### src/rtl/win_screen_pkg.sv
// Shared types and constants for the win-screen overlay controller.
package win_screen_pkg;

  typedef enum logic [1:0] {
    S_IDLE,
    S_FADE_IN,
    S_HOLD,
    S_FADE_OUT
  } state_t;

  localparam logic [4:0] LEVEL_MAX = 5'd16;

endpackage

### src/rtl/color_blend4.sv
// One 4-bit colour channel cross-faded between board and picture by a 0..16 level.
module color_blend4
  import win_screen_pkg::*;
(
  input  logic [3:0] pic,
  input  logic [3:0] board,
  input  logic [4:0] level,
  output logic [3:0] mix
);

  // The two weights always sum to 16, so the 9-bit sum tops out at 240.
  function automatic logic [3:0] blend(input logic [3:0] p, input logic [3:0] b,
                                       input logic [4:0] l);
    logic [8:0] acc;
    acc = 9'(p) * 9'(l) + 9'(b) * 9'(LEVEL_MAX - l);
    return 4'(acc >> 4);
  endfunction

  assign mix = blend(pic, board, level);

endmodule

### src/rtl/win_screen_ctrl.sv
// Win-screen overlay: frame-synchronous level sequencer plus per-pixel blend.
// Define WIN_SCREEN_FADE_EN for gradual fade in/out; otherwise the picture cuts in and out.
module win_screen_ctrl
  import win_screen_pkg::*;
#(
  parameter int HOLD_FRAMES = 180,
  parameter int STEP_FRAMES = 2
) (
  input  logic       vga_clk,
  input  logic       reset,
  input  logic [9:0] DrawX,
  input  logic [9:0] DrawY,
  input  logic       blank,
  input  logic       win_req,
  input  logic       dismiss,
  input  logic [3:0] board_r,
  input  logic [3:0] board_g,
  input  logic [3:0] board_b,
  input  logic [3:0] pic_r,
  input  logic [3:0] pic_g,
  input  logic [3:0] pic_b,
  output logic [3:0] red,
  output logic [3:0] green,
  output logic [3:0] blue,
  output logic       overlay_active,
  output logic [4:0] level
);

  localparam int CNT_MAX = (HOLD_FRAMES > STEP_FRAMES) ? HOLD_FRAMES : STEP_FRAMES;
  localparam int CNT_W   = $clog2(CNT_MAX + 1);
  localparam logic [CNT_W-1:0] CNT_ONE   = 1;
  localparam logic [CNT_W-1:0] HOLD_LAST = CNT_W'(HOLD_FRAMES);
`ifdef WIN_SCREEN_FADE_EN
  localparam logic [CNT_W-1:0] STEP_LAST = CNT_W'(STEP_FRAMES);
`endif

  state_t           state;
  logic [CNT_W-1:0] cnt;
  logic [CNT_W-1:0] cnt_nxt;
  logic             origin;
  logic             origin_p0;
  logic             frame_tick;
  logic [3:0]       mix_r, mix_g, mix_b;

  assign origin         = (DrawX == 10'd0) && (DrawY == 10'd0);
  assign frame_tick     = origin && !origin_p0;
  assign cnt_nxt        = cnt + CNT_ONE;
  assign overlay_active = (state != S_IDLE);

  color_blend4 u_blend_r (.pic(pic_r), .board(board_r), .level(level), .mix(mix_r));
  color_blend4 u_blend_g (.pic(pic_g), .board(board_g), .level(level), .mix(mix_g));
  color_blend4 u_blend_b (.pic(pic_b), .board(board_b), .level(level), .mix(mix_b));

  always_ff @(posedge vga_clk) begin
    if (reset) begin
      state     <= S_IDLE;
      level     <= '0;
      cnt       <= '0;
      origin_p0 <= 1'b0;
      red       <= '0;
      green     <= '0;
      blue      <= '0;
    end else begin
      origin_p0 <= origin;
      // Output stage: blended pixel registered, forced black outside the visible area.
      red       <= blank ? mix_r : 4'd0;
      green     <= blank ? mix_g : 4'd0;
      blue      <= blank ? mix_b : 4'd0;

      case (state)
`ifdef WIN_SCREEN_FADE_EN
        S_IDLE: begin
          if (win_req) begin
            state <= S_FADE_IN;
            level <= '0;
            cnt   <= '0;
          end
        end
        S_FADE_IN: begin
          if (dismiss) begin
            state <= S_FADE_OUT;
            cnt   <= '0;
          end else if (frame_tick) begin
            if (cnt_nxt == STEP_LAST) begin
              cnt   <= '0;
              level <= level + 5'd1;
              if (level == LEVEL_MAX - 5'd1) state <= S_HOLD;
            end else begin
              cnt <= cnt_nxt;
            end
          end
        end
        S_HOLD: begin
          // Dismiss and expiry lead to the same full-level fade-out entry.
          if (dismiss || (frame_tick && cnt_nxt == HOLD_LAST)) begin
            state <= S_FADE_OUT;
            cnt   <= '0;
          end else if (frame_tick) begin
            cnt <= cnt_nxt;
          end
        end
        S_FADE_OUT: begin
          if (frame_tick) begin
            if (cnt_nxt == STEP_LAST) begin
              cnt <= '0;
              if (level <= 5'd1) begin
                state <= S_IDLE;
                level <= '0;
              end else begin
                level <= level - 5'd1;
              end
            end else begin
              cnt <= cnt_nxt;
            end
          end
        end
        default: state <= S_IDLE;
`else
        S_IDLE: begin
          if (win_req) begin
            state <= S_HOLD;
            cnt   <= '0;
          end
        end
        S_HOLD: begin
          // Level snaps to full on the first tick so the cut lands on a frame boundary.
          if (dismiss || (frame_tick && cnt_nxt == HOLD_LAST)) begin
            state <= S_IDLE;
            level <= '0;
            cnt   <= '0;
          end else if (frame_tick) begin
            level <= LEVEL_MAX;
            cnt   <= cnt_nxt;
          end
        end
        default: state <= S_IDLE;
`endif
      endcase
    end
  end

endmodule

### config.mk
export PLATFORM = sky130hd
export DESIGN_NAME = win_screen_ctrl
export DESIGN_NICKNAME = d
export VERILOG_FILES = /design/src/rtl/win_screen_pkg.sv /design/src/rtl/color_blend4.sv /design/src/rtl/win_screen_ctrl.sv
export SDC_FILE = /design/constraint.sdc
export NUM_CORES = 1
export LEC_CHECK = 0
export CAP_MARGIN = 20
export CORE_MARGIN = 2
export CORE_UTILIZATION = 42
export CTS_BUF_LIST = sky130_fd_sc_hd__clkbuf_16
export DETAILED_ROUTE_END_ITERATION = 10
export HOLD_SLACK_MARGIN = 0.06
export PLACE_DENSITY = 0.84
export SLEW_MARGIN = 20
export SYNTH_ARGS = -nofsm -noshare
export SYNTH_HDL_FRONTEND = slang
export SYNTH_SLANG_ARGS = --single-unit
### constraint.sdc
create_clock -name vga_clk -period 6.1 [get_ports vga_clk]
set_input_delay 1.83 -clock vga_clk [delete_from_list [all_inputs] [get_ports vga_clk]]
set_output_delay 1.83 -clock vga_clk [all_outputs]
set_load 0.01 [all_outputs]
* Word-level counts from Yosys, hierarchy flattened *
Cells that the tools add are included.

word-level totals
  register bits after elaboration = 28
  bits of input ports = 49
  output and inout port bits = 18
  bits in latches = 0
  memory bits (writable) = 0
  memories = 0
  word-level logic and storage cells = 48
  ROM bits = 0

cells by class
  multiplexer cells = 9
  shift operators = 0
  equal/unequal tests = 5
  divide/modulo/power cells = 0
  $lt $le $gt $ge = 0
  multipliers = 6
  bitwise operators = 1
  reduce and logical (&&, ||, !) cells = 15
  add/subtract/negate cells = 5

operator list
  kind                                                                count
  4-bit by 9-bit multiplier with 8-bit output                         3
  8-bit adder                                                         3
  4-bit by 5-bit multiplier with 8-bit output                         3
  8-bit 2-to-1 mux                                                    3
  10-bit logical NOT                                                  2
  8-bit one-hot mux with 2 select lines                               1
  5-bit 2-to-1 mux                                                    2
  8-bit by 1-bit adder with 8-bit output (second input constant)      1
  8-bit == test (second input constant)                               1
  2-bit nonzero test                                                  3
  5-bit by 5-bit subtractor with 6-bit output (first input constant)  1
  2-bit 2-to-1 mux                                                    2
  2-bit != test (second input constant)                               2
  2-bit one-hot mux with 2 select lines                               1
  2-bit AND reduction                                                 2
  1-bit logical AND                                                   3
  3-bit != test (second input constant)                               1
  3-bit AND reduction                                                 1
  2-bit == test (second input constant)                               1
  2-bit logical NOT                                                   1
  2-bit OR reduction                                                  1
  1-bit logical NOT                                                   1
  1-bit logical OR                                                    1
  1-bit inverter                                                      1

* Longest topological paths before layout *
Gate-level depths: netlist of run 1.

  depth in word-level cells = 7
  gate-level depth with buffers = 8
  mapped depth without buffers = 6

* Hierarchy *
From an unflattened synthesis of run 1, not the netlist that was laid out.

unflattened totals
  cells, all modules = 554
  area, all modules = 4908.5 um^2

by module, submodules not included
  module                     sequential area each (um^2)  times used  area each (um^2)  cells an instance
  color_blend4 at u_blend_r  0.0                          1           1328.8            152
  color_blend4 at u_blend_b  0.0                          1           1291.2            149
  color_blend4 at u_blend_g  0.0                          1           1290.0            149
  win_screen_ctrl            460.4                        1           998.5             104

* Worst setup path before layout of run 1 *
OpenSTA, ideal clock, no wires.

  path type = in2reg
  start point = in DrawY[5]
  end point = reg cnt[5]
  stages = 5
  setup slack = 2.954 ns
  library setup time = 0.120 ns
  required time = 5.980 ns
  data arrival time = 3.026 ns
  buffers on the path = 0
  cell sequence = or4_4 nor2_4 and2_4 o32ai_4 a211o_1

on the way
  cells in the longest elaborated chain, start to end = 7
  elaborated cells between the ends (all ways) = 9
  those cells by class = 1 x eq/ne; 2 x mux; 6 x reduce/logical

ends and longest elaborated chain
  item                                                                                                  line                    source
  start: declaration                                                                                    win_screen_ctrl.sv:12   input logic [9:0] DrawY,
  10-bit logical NOT (*)                                                                                win_screen_ctrl.sv:45   assign origin = (DrawX == 10'd0) && (DrawY == 10'd0);
  1-bit logical AND (*)                                                                                 win_screen_ctrl.sv:45
  1-bit logical AND (*)                                                                                 win_screen_ctrl.sv:46   assign frame_tick = origin && !origin_p0;
  1-bit logical AND                                                                                     win_screen_ctrl.sv:127  if (dismiss || (frame_tick && cnt_nxt == HOLD_LAST)) begin
  1-bit logical OR                                                                                      win_screen_ctrl.sv:127
  3-bit != test (no source line) / 8-bit 2-to-1 mux (equally long branches)                             -
  3-bit AND reduction (no source line) / 8-bit one-hot mux with 2 select lines (equally long branches)  -
  end signal: assignment                                                                                win_screen_ctrl.sv:133  cnt <= cnt_nxt;
  end: declaration                                                                                      win_screen_ctrl.sv:38   logic [CNT_W-1:0] cnt;

Mark *: on every way between the ends. The rest lies on a longest branch, timed or not.
A chain may end at the register's enable or synchronous reset.

* Final worst setup path of run 1 *
  start point = reg level[4]
  end point = out level[4]

RTL lines
  item                      line                    source
  start: declaration        win_screen_ctrl.sv:26   output logic [4:0] level
  start signal: assignment  win_screen_ctrl.sv:57   level <= '0;
  start signal: assignment  win_screen_ctrl.sv:129  level <= '0;
  start signal: assignment  win_screen_ctrl.sv:132  level <= LEVEL_MAX;

No word-level cell between the ends.

==> results of run 1 <==
-- stage by stage --
stage | hold WS, ps | utilization, %
2_1_floorplan | 464 | -
3_3_place_gp | 483 | 68.2
3_5_place_dp | 497 | 68.2
4_1_cts | 512 | 71.1
5_1_grt | 547 | 71.1
6_report | 509 | 71.1
-- cell type report --
| class | instances | area [µm²] |
|---|---|---|
| multi-input combinational | 104 | 791 |
| tap | 31 | 38.8 |
| sequential | 23 | 460 |
| clock buffer | 3 | 75.1 |
| inverter | 1 | 3.75 |
| fill | 224 | 811 |
| clock inverter | 1 | 5.00 |
| timing repair buffer | 62 | 621 |
-- placed cells by master, fill, tap and decap left out, types with 3 or more instances in the layout --
cell,count
xnor2_1,7
conb_1,10
mux2i_1,6
nor4_1,6
dfxtp_1,23
a21o_1,3
clkdlybuf4s50_1,62
nand4_1,3
a21oi_1,3
or2_2,3
ha_1,10
o21ai_0,3
nand2_1,6
clkbuf_16,3
nor2_1,6
mux2_2,7
nand2b_1,4
and2_1,6
-- power by group through the flow --
stage	clock (µW)	combinational [µW]	sequential [µW]
2_1_floorplan	0	23.2	163
3_3_place_gp	0	67.0	161
3_5_place_dp	0	68.8	161
4_1_cts	145	69.2	158
5_1_grt	151	75.5	158
6_report	142	68.8	157
-- state kept, by name, summed over array words and instances, names as in the netlist --
name	count
red	4
cnt	8
level	1
origin_p0	1
blue	4
state	1
green	4
-- per-layer routing --
metal | share of wire [%] | global-route usage, %
met1 | 40 | 21.1
met2 | 52 | 31.7
met3 | 6.1 | 6.15
met4 | 2.2 | 6.17
met5 | 0 | 0
-- path summary, 6_finish.rpt --
kind                                            start                  end  slack [ps]  cells past startpoint
worst max-delay path            level[4]$_SDFFE_PP0P_             level[4]        2580                      1
worst min-delay path              cnt[7]$_SDFFE_PP0P_  cnt[7]$_SDFFE_PP0P_         510                      1
worst max register to register  level[4]$_SDFFE_PP0P_  green[2]$_SDFF_PP0_        4090                      4
worst min register to register    cnt[7]$_SDFFE_PP0P_  cnt[7]$_SDFFE_PP0P_         510                      1
-- kinds of logic (layout without fill, tap and decap cells) --
family / count (synthesis) / in the layout / synth area share [%]
compound gates: 16 / 16 / 10.8
fa+ha+maj: 10 / 10 / 9.94
flops: 23 / 23 / 36.6
buf+inv: 7 / 67 / 3.28
xor+xnor: 7 / 7 / 4.87
other cells: 1 / 10 / 0.298
mux: 13 / 13 / 11.0
simple gates: 48 / 48 / 23.2
==> reports/metrics.yaml, run 1 <==
fin_area_um2: 1990
final.setup.worst_slack_ps: 2580
io_pins: 67
critPathBufInv: 1
via_count: 1136
crit_family: "flip-flops"
synth_enable_flop_cells: 0
cp_cell_sequence: "clkdlybuf4s50_1"
status: "complete, but fails checks"
die_h_um: 58.7
synth-seq-cells: 23
clockRootBuffer: "clkbuf_16"
power.leakage_uw: 0.000781
netlist_area_um2: 1260
nets: 254
pwr_density_cell_nw_per_um2: 184
cts_tree: "done"
critical_path_class: "reg -> out"
slew_headroom_pct: 53.4
power_frac_comb_pct: 18.7
yosysMostFrequentCell: "dfxtp_1"
switching_share_pct: 21.0
area.growth.synth_to_final_pct: 58.4
dpl.cell_count: 221
hold_viol_final: 0
dr.pass1.iters: 7
grt_use_total_pct: 18.4
ys_warn_count: 0
endpoint_kind: "primary output"
rsz0062_at_grt: "false"
synth_cells: 125
grt_pass1_wl_um: 4880
path_clk_slew_ps: 60
cts_buffers: 3
cp.arrival_ps: 1690
setup_viol: 0
rows: 19
start_util_pct: 44.9
cp_max_fo: 14
dpl_cell_area_um2: 1910
die_x_um: 58.7
synth_flop_cell: "dfxtp_1"
drt_wl_total_um: 2960
worst_slew_pin_slew_ps: 699
synthArstFlopShare_pct: 0
cts_resized: 0
fp.coreArea_um2: 2810
cts_buffer_depth: 2
fin_skew_ps: 3.11
dieArea_um2: 3450
htree_levels: 1
power.total_uw: 368
fin_setup_tns_ps: 0
final_cell_count_no_fill: 225
antenna_found_initial: 0
netlist_top_cells_area: "dfxtp_1, ha_1, mux2_2"
drcViolationCount: 2
grt_pass1_vias: 1126
p_int_uw: 291
crit_path_start_kind: "flop"
grt_overflow: 0
cap_violations: 0
clkPwrFrac_pct: 38.5
dp_slack_ps: 2460
gp_congestion: 0.700
drtAntennaViolNets: 0
hp-class: "reg -> reg"
cpPeakStageDelay_ps: 770
violations: "design-rule violations"
antenna_cells: 0
seq_power_share_pct: 42.8
dr.first_iter.drc_count: 24
yosysTopAreaCell: "dfxtp_1"
synthTopCellsByCount: "dfxtp_1, ha_1, mux2_2, xnor2_1"
worstSkewPairLatency_ps: 250
place_hpwl_um: 2370
syn_avg_cell_area_um2: 10.1
fmax_ghz: 0.284
postCtsSetupBuffers: 0
switchingPower_uw: 77.4
finalCriticalPeriod_ps: 3520
ys_seq_area_share_pct: 36.6
drive_gt1_share_pct: 10.3
finalMaxSlewViolations: 0
layout_worst_path_cycle_share_pct: 57.7
synth_cell_types: 35
required_ps: 4270
cts_hold_buf: 0
ir_worst_vdd_v: 0.000257
port_buffers: 62
grt_max_degree: 15
viasPerCell: 5.05
cts_sinks: 23
wl_per_cell_um: 13.1
synth_top_area_share_pct: 36.6
cp_slowest_cell: "dfxtp_1"
No activity file was read; power rests on OpenSTA's default activity.
==> run 2, diff against run 1 <==
CORE_UTILIZATION = 35   (was 42)
PLACE_DENSITY = 0.75   (was 0.84)
clock period = 2.9 ns   (was 6.1 ns; I/O delays follow)
==> run 2 against run 1 <==
Compared with the run above:
- the run now ends clean
- utilization decreased by 11 points
- worst setup slack worse by 2100 ps
- cell area rose by 1.7%
- flip-flop and latch count stayed put
- total power up 110%
- clock skew down 2.4 ps
- clock power is 110% higher
- sequential share of layout area is 0.38 points lower
- hold slack got worse by 3.7 ps
- largest cell class unchanged
- largest power group unchanged
==> reports/metrics.yaml, run 2 (same netlist as run 1, synthesis figures left out) <==
final_cell_mix: "clkdlybuf4s50_1, dfxtp_1, ha_1, conb_1"
die_x_um: 64.0  # +8.9%
dr.pass1.iters: 6  # -1
hp-class: "reg -> reg"
path_clk_slew_ps: 60  # about the same
worstHoldStart: "cnt[7]$_SDFFE_PP0P_"
drtAntennaViolNets: 0  # unchanged
rows: 21  # +2
worstSkewPairLatency_ps: 250  # about the same
antenna_cells: 0  # unchanged
htree_levels: 1  # unchanged
grt_use_met1_pct: 15.6  # -5.6 points
viasPerCell: 4.70  # -6.9%
cp_max_fo: 5  # -9
use_met2_pct: 26.4  # -5.3 points
cts_buffer_depth: 2  # unchanged
grt_pass1_vias: 1123  # -0.27%
start_util_pct: 37.1  # -7.7 points
fp.coreArea_um2: 3390  # +21%
finalCriticalPeriod_ps: 2410
hold_depth: 1  # unchanged
die_h_um: 64.0  # +8.9%
cap_violations: 0  # unchanged
cts_tree: "done"
ir_worst_vdd_v: 0.000352  # +37%
power.leakage_uw: 0.000792  # +1.4%
grt_max_degree: 14  # -1
fin_util_pct: 59.8  # -11 points
antenna_found_initial: 0  # unchanged
dieArea_um2: 4090  # +19%
fin_skew_ps: 0.705  # -2.41 ps
dr.first_iter.drc_count: 27  # +13%
cts_buffers: 3  # unchanged
largest-register: "cnt"
r2r_start: "cnt[1]$_SDFFE_PP0P_"
fmax_ghz: 0.415
cp.arrival_ps: 2560  # +870 ps
cts_sinks: 23  # unchanged
required_ps: 3050  # -1220 ps
worst-r2r-cell-count: 6  # +2
via_count: 1138  # +0.18%
cts_resized: 0  # unchanged
fin_setup_tns_ps: 0  # unchanged
grt_use_total_pct: 14.4  # -4.0 points
layout_worst_path_cycle_share_pct: 83.2
busiest_layer: "met2"
setup_viol: 0  # unchanged
status: "complete, no violations"
grt_pass1_wl_um: 4780  # -2.0%
port_buffers: 62  # unchanged
nets: 256  # +0.79%
grt_overflow: 0  # unchanged
endpoint_kind: "flop"
postCtsSetupBuffers: 0  # unchanged
clockRootBuffer: "clkbuf_16"
gp_congestion: 0.758  # +8.3%
hold_viol_final: 0  # unchanged
r2r_end: "cnt[0]$_SDFFE_PP0P_"
place_hpwl_um: 2330  # -1.8%
drt_wl_total_um: 2890  # -2.3%
hold_end: "cnt[7]$_SDFFE_PP0P_"
crit_path_start_kind: "primary input"
area.growth.synth_to_final_pct: 61.1
rsz0062_at_grt: "false"
drive_gt1_share_pct: 11.2  # +0.92 points
io_pins: 67  # unchanged
met3_usage_pct: 4.23  # -1.9 points
cts_hold_buf: 0  # unchanged
drcViolationCount: 0  # -2
critical_path_class: "in -> reg"
finalMaxSlewViolations: 0  # unchanged
largest_reg_flops: 8  # unchanged
pwr_density_cell_nw_per_um2: 380  # +110%
r2r_slack_ps: 1030  # -3060 ps
layout_commonest_cell: "clkdlybuf4s50_1"
wl_per_cell_um: 11.9  # -9.2%
==> run 2: how the worst max path moves through the flow <==
stage                  start             endpoint  slack [ps]  cells after the start
global route        DrawY[5]  cnt[5]$_SDFFE_PP0P_         410                      6
CTS                 DrawY[5]  cnt[5]$_SDFFE_PP0P_         490                      6
detailed placement  DrawY[5]  cnt[5]$_SDFFE_PP0P_         230                      6
global placement    DrawY[5]  cnt[6]$_SDFFE_PP0P_         260                      6
floorplan           DrawY[5]  cnt[5]$_SDFFE_PP0P_         710                      5
finish              DrawY[5]  cnt[5]$_SDFFE_PP0P_         490                      6
==> run 2: layer usage <==
metal  wire (µm)  share of wire, %
met5           0                 0
met4          29               1.0
met3         251               8.7
met2        1450                50
met1        1160                40
==> run 2: critical path: stages <==
cell and delay (ps):
clkdlybuf4s50_1 400, or4_4 560, nor2_4 120, nand2_1 130, o2111a_1 270, a211o_1 210
==> run 2: layout make-up <==
type                       instances  area [µm²]
clock buffer                       3        75.1
sequential                        23         460
multi-input combinational        104         791
clock inverter                     1        5.00
tap                               46        57.6
inverter                           1        3.75
timing repair buffer              64         636
fill                             301        1360
==> run 2: through the flow <==
step | std cells | instance area, µm² | setup WS (ps) | power [µW] | hold slack, ps
2_1_floorplan | 134 | 1290 | 714 | 392 | 464
3_3_place_gp | 238 | 1950 | 258 | 481 | 485
3_5_place_dp | 238 | 1950 | 228 | 483 | 491
4_1_cts | 242 | 2030 | 495 | 784 | 506
5_1_grt | 242 | 2030 | 412 | 806 | 541
6_report | 242 | 2030 | 488 | 772 | 505
==> run 2: power by group <==
group          leakage [µW]  switching [µW]  internal, µW
Clock             0.0000409             109           185
Combinational      0.000564            46.3          99.5
Sequential         0.000187            4.46           327
==> run 3, diff against run 2 <==
clock period = 2.1 ns   (was 2.9 ns; I/O delays follow)
==> run 3 against run 2 <==
Compared with the run above:
- clock skew up 2.7 ps
- clock-buffer cell count unchanged
- clock power up 37%
- worst setup slack worse by 450 ps
- sequential share of layout area down 0.45 points
- via count up 2.6%
- global-route usage up 0.49 points
- cell area up 2.0%
- first-iteration DRC count up 33%
- largest power group unchanged
==> reports/metrics.yaml, run 3 (same netlist as run 1, synthesis figures left out) <==
via_count: 1168  # +2.6%
dr.first_iter.drc_count: 36  # +33%
r2r_end: "cnt[0]$_SDFFE_PP0P_"
ir_worst_vdd_v: 0.000504  # +43%
cts_buffer_depth: 2  # unchanged
crit_family: "buffers and inverters"
wl_per_cell_um: 13.1  # +9.5%
htree_levels: 1  # unchanged
finalCriticalPeriod_ps: 2060
gp_congestion: 0.765  # +0.87%
dp_slack_ps: -330  # -558 ps
timing.critical_path.from: "level[4]$_SDFFE_PP0P_"
clockRootBuffer: "clkbuf_16"
final.setup.worst_slack_ps: 38.7  # -449 ps
fmax_ghz: 0.485
cts_hold_buf: 0  # unchanged
holdWs_ps: 506  # +1.19 ps
nets: 258  # +0.78%
dpl.cell_count: 239  # +0.42%
largest-register: "cnt"
fp.coreArea_um2: 3390  # unchanged
status: "complete, no violations"
r2r_slack_ps: 120  # -910 ps
fin_area_um2: 2070  # +2.0%
cp_max_fo: 9  # +4
grt_max_degree: 13  # -1
required_ps: 1470  # -1580 ps
setup_viol: 0  # unchanged
multi_input_area_um2: 817  # +3.3%
crit_path_start_kind: "flop"
cap_violations: 0  # unchanged
power.leakage_uw: 0.000830  # +4.8%
layout_commonest_cell: "clkdlybuf4s50_1"
layout_worst_path_cycle_share_pct: 98.2
critPathBufInv: 1  # unchanged
hold_end: "cnt[7]$_SDFFE_PP0P_"
r2r_start: "cnt[0]$_SDFFE_PP0P_"
cp.arrival_ps: 1430  # -1130 ps
port_buffers: 62  # unchanged
antenna_found_initial: 0  # unchanged
grt_use_total_pct: 14.9  # +0.49 points
cts_buffers: 3  # unchanged
grt_pass1_vias: 1125  # +0.18%
fin_skew_ps: 3.39  # +2.69 ps
worstHoldStart: "cnt[7]$_SDFFE_PP0P_"
rows: 21  # unchanged
hold_viol_final: 0  # unchanged
hp-class: "reg -> reg"
final_cell_count_no_fill: 244  # +0.83%
start_util_pct: 37.1  # unchanged
grt_pass1_wl_um: 4850  # +1.4%
cp_slowest_cell: "clkdlybuf4s50_1"
cp_cell_sequence: "clkdlybuf4s50_1"
finalMaxSlewViolations: 0  # unchanged
largest_reg_flops: 8  # unchanged
hold_depth: 1  # unchanged
drt_wl_total_um: 3190  # +10%
drtAntennaViolNets: 0  # unchanged
antenna_cells: 0  # unchanged
die_h_um: 64.0  # unchanged
ff_latch_area_um2: 460  # unchanged
drive_gt1_share_pct: 13.6  # +2.4 points
critical_path_class: "reg -> out"
n_fill_cell: 268  # -11%
dieArea_um2: 4090  # unchanged
path_clk_slew_ps: 60  # about the same
dpl_cell_area_um2: 1960  # +0.39%
cpPeakStageDelay_ps: 610  # +50 ps
viasPerCell: 4.79  # +1.8%
power.total_uw: 1070  # +38%
drcViolationCount: 0  # unchanged
place_hpwl_um: 2490  # +7.2%
final_cell_mix: "clkdlybuf4s50_1, dfxtp_1, ha_1, conb_1, xnor2_1"
cts_sinks: 23  # unchanged
area.growth.synth_to_final_pct: 64.4
io_pins: 67  # unchanged
cts_tree: "done"
worst-r2r-cell-count: 6  # unchanged
grt_overflow: 0  # unchanged
die_x_um: 64.0  # unchanged
pwr_density_cell_nw_per_um2: 516  # +36%
worstSkewPairLatency_ps: 250  # about the same
endpoint_kind: "primary output"
dr.pass1.iters: 4  # -2
==> run 3: cell count changes in the layout (fill, tap and decap cells not counted), sizes merged <==
cell / previous run / this run
dlymetal6s2s: 0 / 2
inv: 1 / 2
dlygate4sd2: 0 / 3
clkinv: 1 / 0
buf: 2 / 4
clkdlybuf4s50: 62 / 57
==> run 3: how the worst max path moves through the flow <==
stage | to | cells past startpoint
final | level[4] | 1
after floorplan | blue[2]$_SDFF_PP0_ | 6
after CTS | level[4] | 1
after global placement | cnt[6]$_SDFFE_PP0P_ | 6
after global routing | cnt[0]$_SDFFE_PP0P_ | 6
after detailed placement | cnt[5]$_SDFFE_PP0P_ | 6
==> run 3: layout make-up <==
class	count	area share [%]
tap	46	2.78
clock buffer	3	3.63
inverter	1	0.181
clock inverter	1	0.181
sequential	23	22.2
timing repair buffer	66	31.5
multi-input combinational	104	39.5
==> run 3: repair_timing <==
action,CTS,global route
buffers inserted,0,1
pin swaps,5,5
resized for setup,5,6
setup endpoints to repair,5,5
==> run 3: per-layer routing <==
metal / up-vias / GRT usage, % / share of wire [%]
met3: 4 / 3.87 / 4.7
met5: - / 0 / 0
met1: 540 / 16.1 / 40
met2: 39 / 28.1 / 54
li1: 585 / - / -
met4: 0 / 4.08 / 1.2
==> run 3: per-stage QoR <==
| step | util (%) | setup TNS [ps] |
|---|---|---|
| after floorplan | - | 0 |
| after global placement | 57.7 | -2180 |
| after detailed placement | 57.7 | -2620 |
| after CTS | 60.1 | 0 |
| after global routing | 61.1 | -10.8 |
| final | 61.1 | 0 |
==> run 3: where the power goes <==
part	switching, µW	internal (µW)
registers	6.13	451
clock network	150	254
logic	69.8	137
==> RTL change (settings of run 2) <==
Make the reset (`reset`) asynchronous in one clocked block.
--- a/src/rtl/win_screen_ctrl.sv
+++ b/src/rtl/win_screen_ctrl.sv
@@ -51,7 +51,7 @@
   color_blend4 u_blend_g (.pic(pic_g), .board(board_g), .level(level), .mix(mix_g));
   color_blend4 u_blend_b (.pic(pic_b), .board(board_b), .level(level), .mix(mix_b));
 
-  always_ff @(posedge vga_clk) begin
+  always_ff @(posedge vga_clk or posedge reset) begin
     if (reset) begin
       state     <= S_IDLE;
       level     <= '0;
Check against the original RTL: differs if reset is asserted again (counterexample within 4 cycles, from zero or initial values and one cycle with reset high); with reset held inactive, the same outputs for 10 cycles.
==> RTL change against run 2 <==
- count of clock-buffer cells in the layout unchanged
- highest routed layer unchanged
- worst setup slack got worse by 0.17 ns
- design area increased by 8.8%
- critical path type unchanged
- area after synthesis increased by 13%
- sequential share of layout area increased by 3.4 points
- final cell count increased by 7.4%
- worst hold slack improved by 0.050 ns
- sequential cell count unchanged
- critical endpoint is now cnt[2]
- utilization decreased by 4.3 points
- wire length increased by 11%
- largest cell class unchanged
Power is not compared: it rests on default switching activity, and its combinational part moved more than twofold at a synthesized area within 25%.
==> RTL change: results (changes against run 2) <==
r2r_slack_ns: 0.93  # -0.10 ns
synthAdderAreaFrac_pct: 8.79  # -1.2 points
dr.pass1.iters: 4  # -2
cts_buffers: 3  # unchanged
placed_cell_area_um2: 2130  # +9.2%
hp-start: "cnt[0]"
grt_pass1_wl_mm: 5.56  # +16%
netSwitchingPower_w: 0.000315
synth_common_cells: "23 x dfrtp_1, 10 x ha_1, 9 x and2_1, 9 x inv_1"
drive_gt1_share_pct: 9.52  # -1.7 points
gp_routability_congestion: 0.785  # +3.6%
synth-async-reset-ratio_pct: 100  # +100 points
grt_pass1_vias: 1249  # +11%
status: "finished, final reports clean"
cts-resized-gates: 0  # unchanged
via_per_inst: 4.84  # +2.9%
post_drt_wl_per_cell_um: 12.3  # +3.2%
crit_end: "cnt[2]"
r2r-end: "red[2]"
synth.distinct_cells: 37  # +5.7%
grt_max_degree: 24  # +10
cts_root_buf: "clkbuf_16"
regArea_um2: 576  # +25%
holdPathEnd: "cnt[0]"
skew_ns: 0.00149  # +0.000785 ns
n_fill_cell: 355  # +18%
grt.total_usage_pct: 16.2  # +1.8 points
synth.yosys.seq_area_share_pct: 40.4  # +3.8 points
arrival_ns: 2.71  # +0.15 ns
final_nets: 270  # +5.5%
dpl.hpwl_mm: 2.64  # +14%
drt-total-wl_mm: 3.20  # +11%
synth_compound_area_share_pct: 11.2  # +0.41 points
syn_avg_cell_area_um2: 10.3  # +2.5%
yosys-top-cells-area: "dfrtp_1 40%, ha_1 8.8%, mux2i_1 4.9%"
r2r_start: "level[4]"
cp-startpoint: "DrawY[0]"
drt-initial-drc-count: 72  # +170%
ff2ff_path_depth: 5  # -1
yosys-mux-area-fraction_pct: 9.67  # -1.4 points
postCtsSetupBuffers: 0  # unchanged
synth_xor_area_share_pct: 3.69  # -1.2 points
## RTL change: final cells by class
cell class / instances / area share, %
Inverter: 9 / 1.53
Sequential cell: 23 / 26.1
Timing Repair Buffer: 67 / 29.8
Tap cell: 50 / 2.83
Clock buffer: 3 / 3.40
Multi-Input combinational cell: 107 / 36.1
Clock inverter: 1 / 0.227
## RTL change: stage by stage
step | total power, W | worst slack, ns | hold WS (ns)
2_1_floorplan | 0.000645 | 0.579 | 0.497
3_3_place_gp | 0.000846 | 0.0813 | 0.541
3_5_place_dp | 0.000854 | 0.0345 | 0.551
4_1_cts | 0.00116 | 0.304 | 0.562
5_1_grt | 0.00122 | 0.200 | 0.612
6_report | 0.00114 | 0.320 | 0.555
## RTL change: critical path, stage by stage
cell and delay [ns]:
clkdlybuf4s50_1 0.40, or4_4 0.56, or4_4 0.53, o21ai_2 0.23, o21ai_0 0.12
## RTL change: layer usage
metal	wire [um]	global-route usage, %
met5	0	0
met4	32	6.00
met3	232	4.83
met2	1660	28.4
met1	1280	18.6
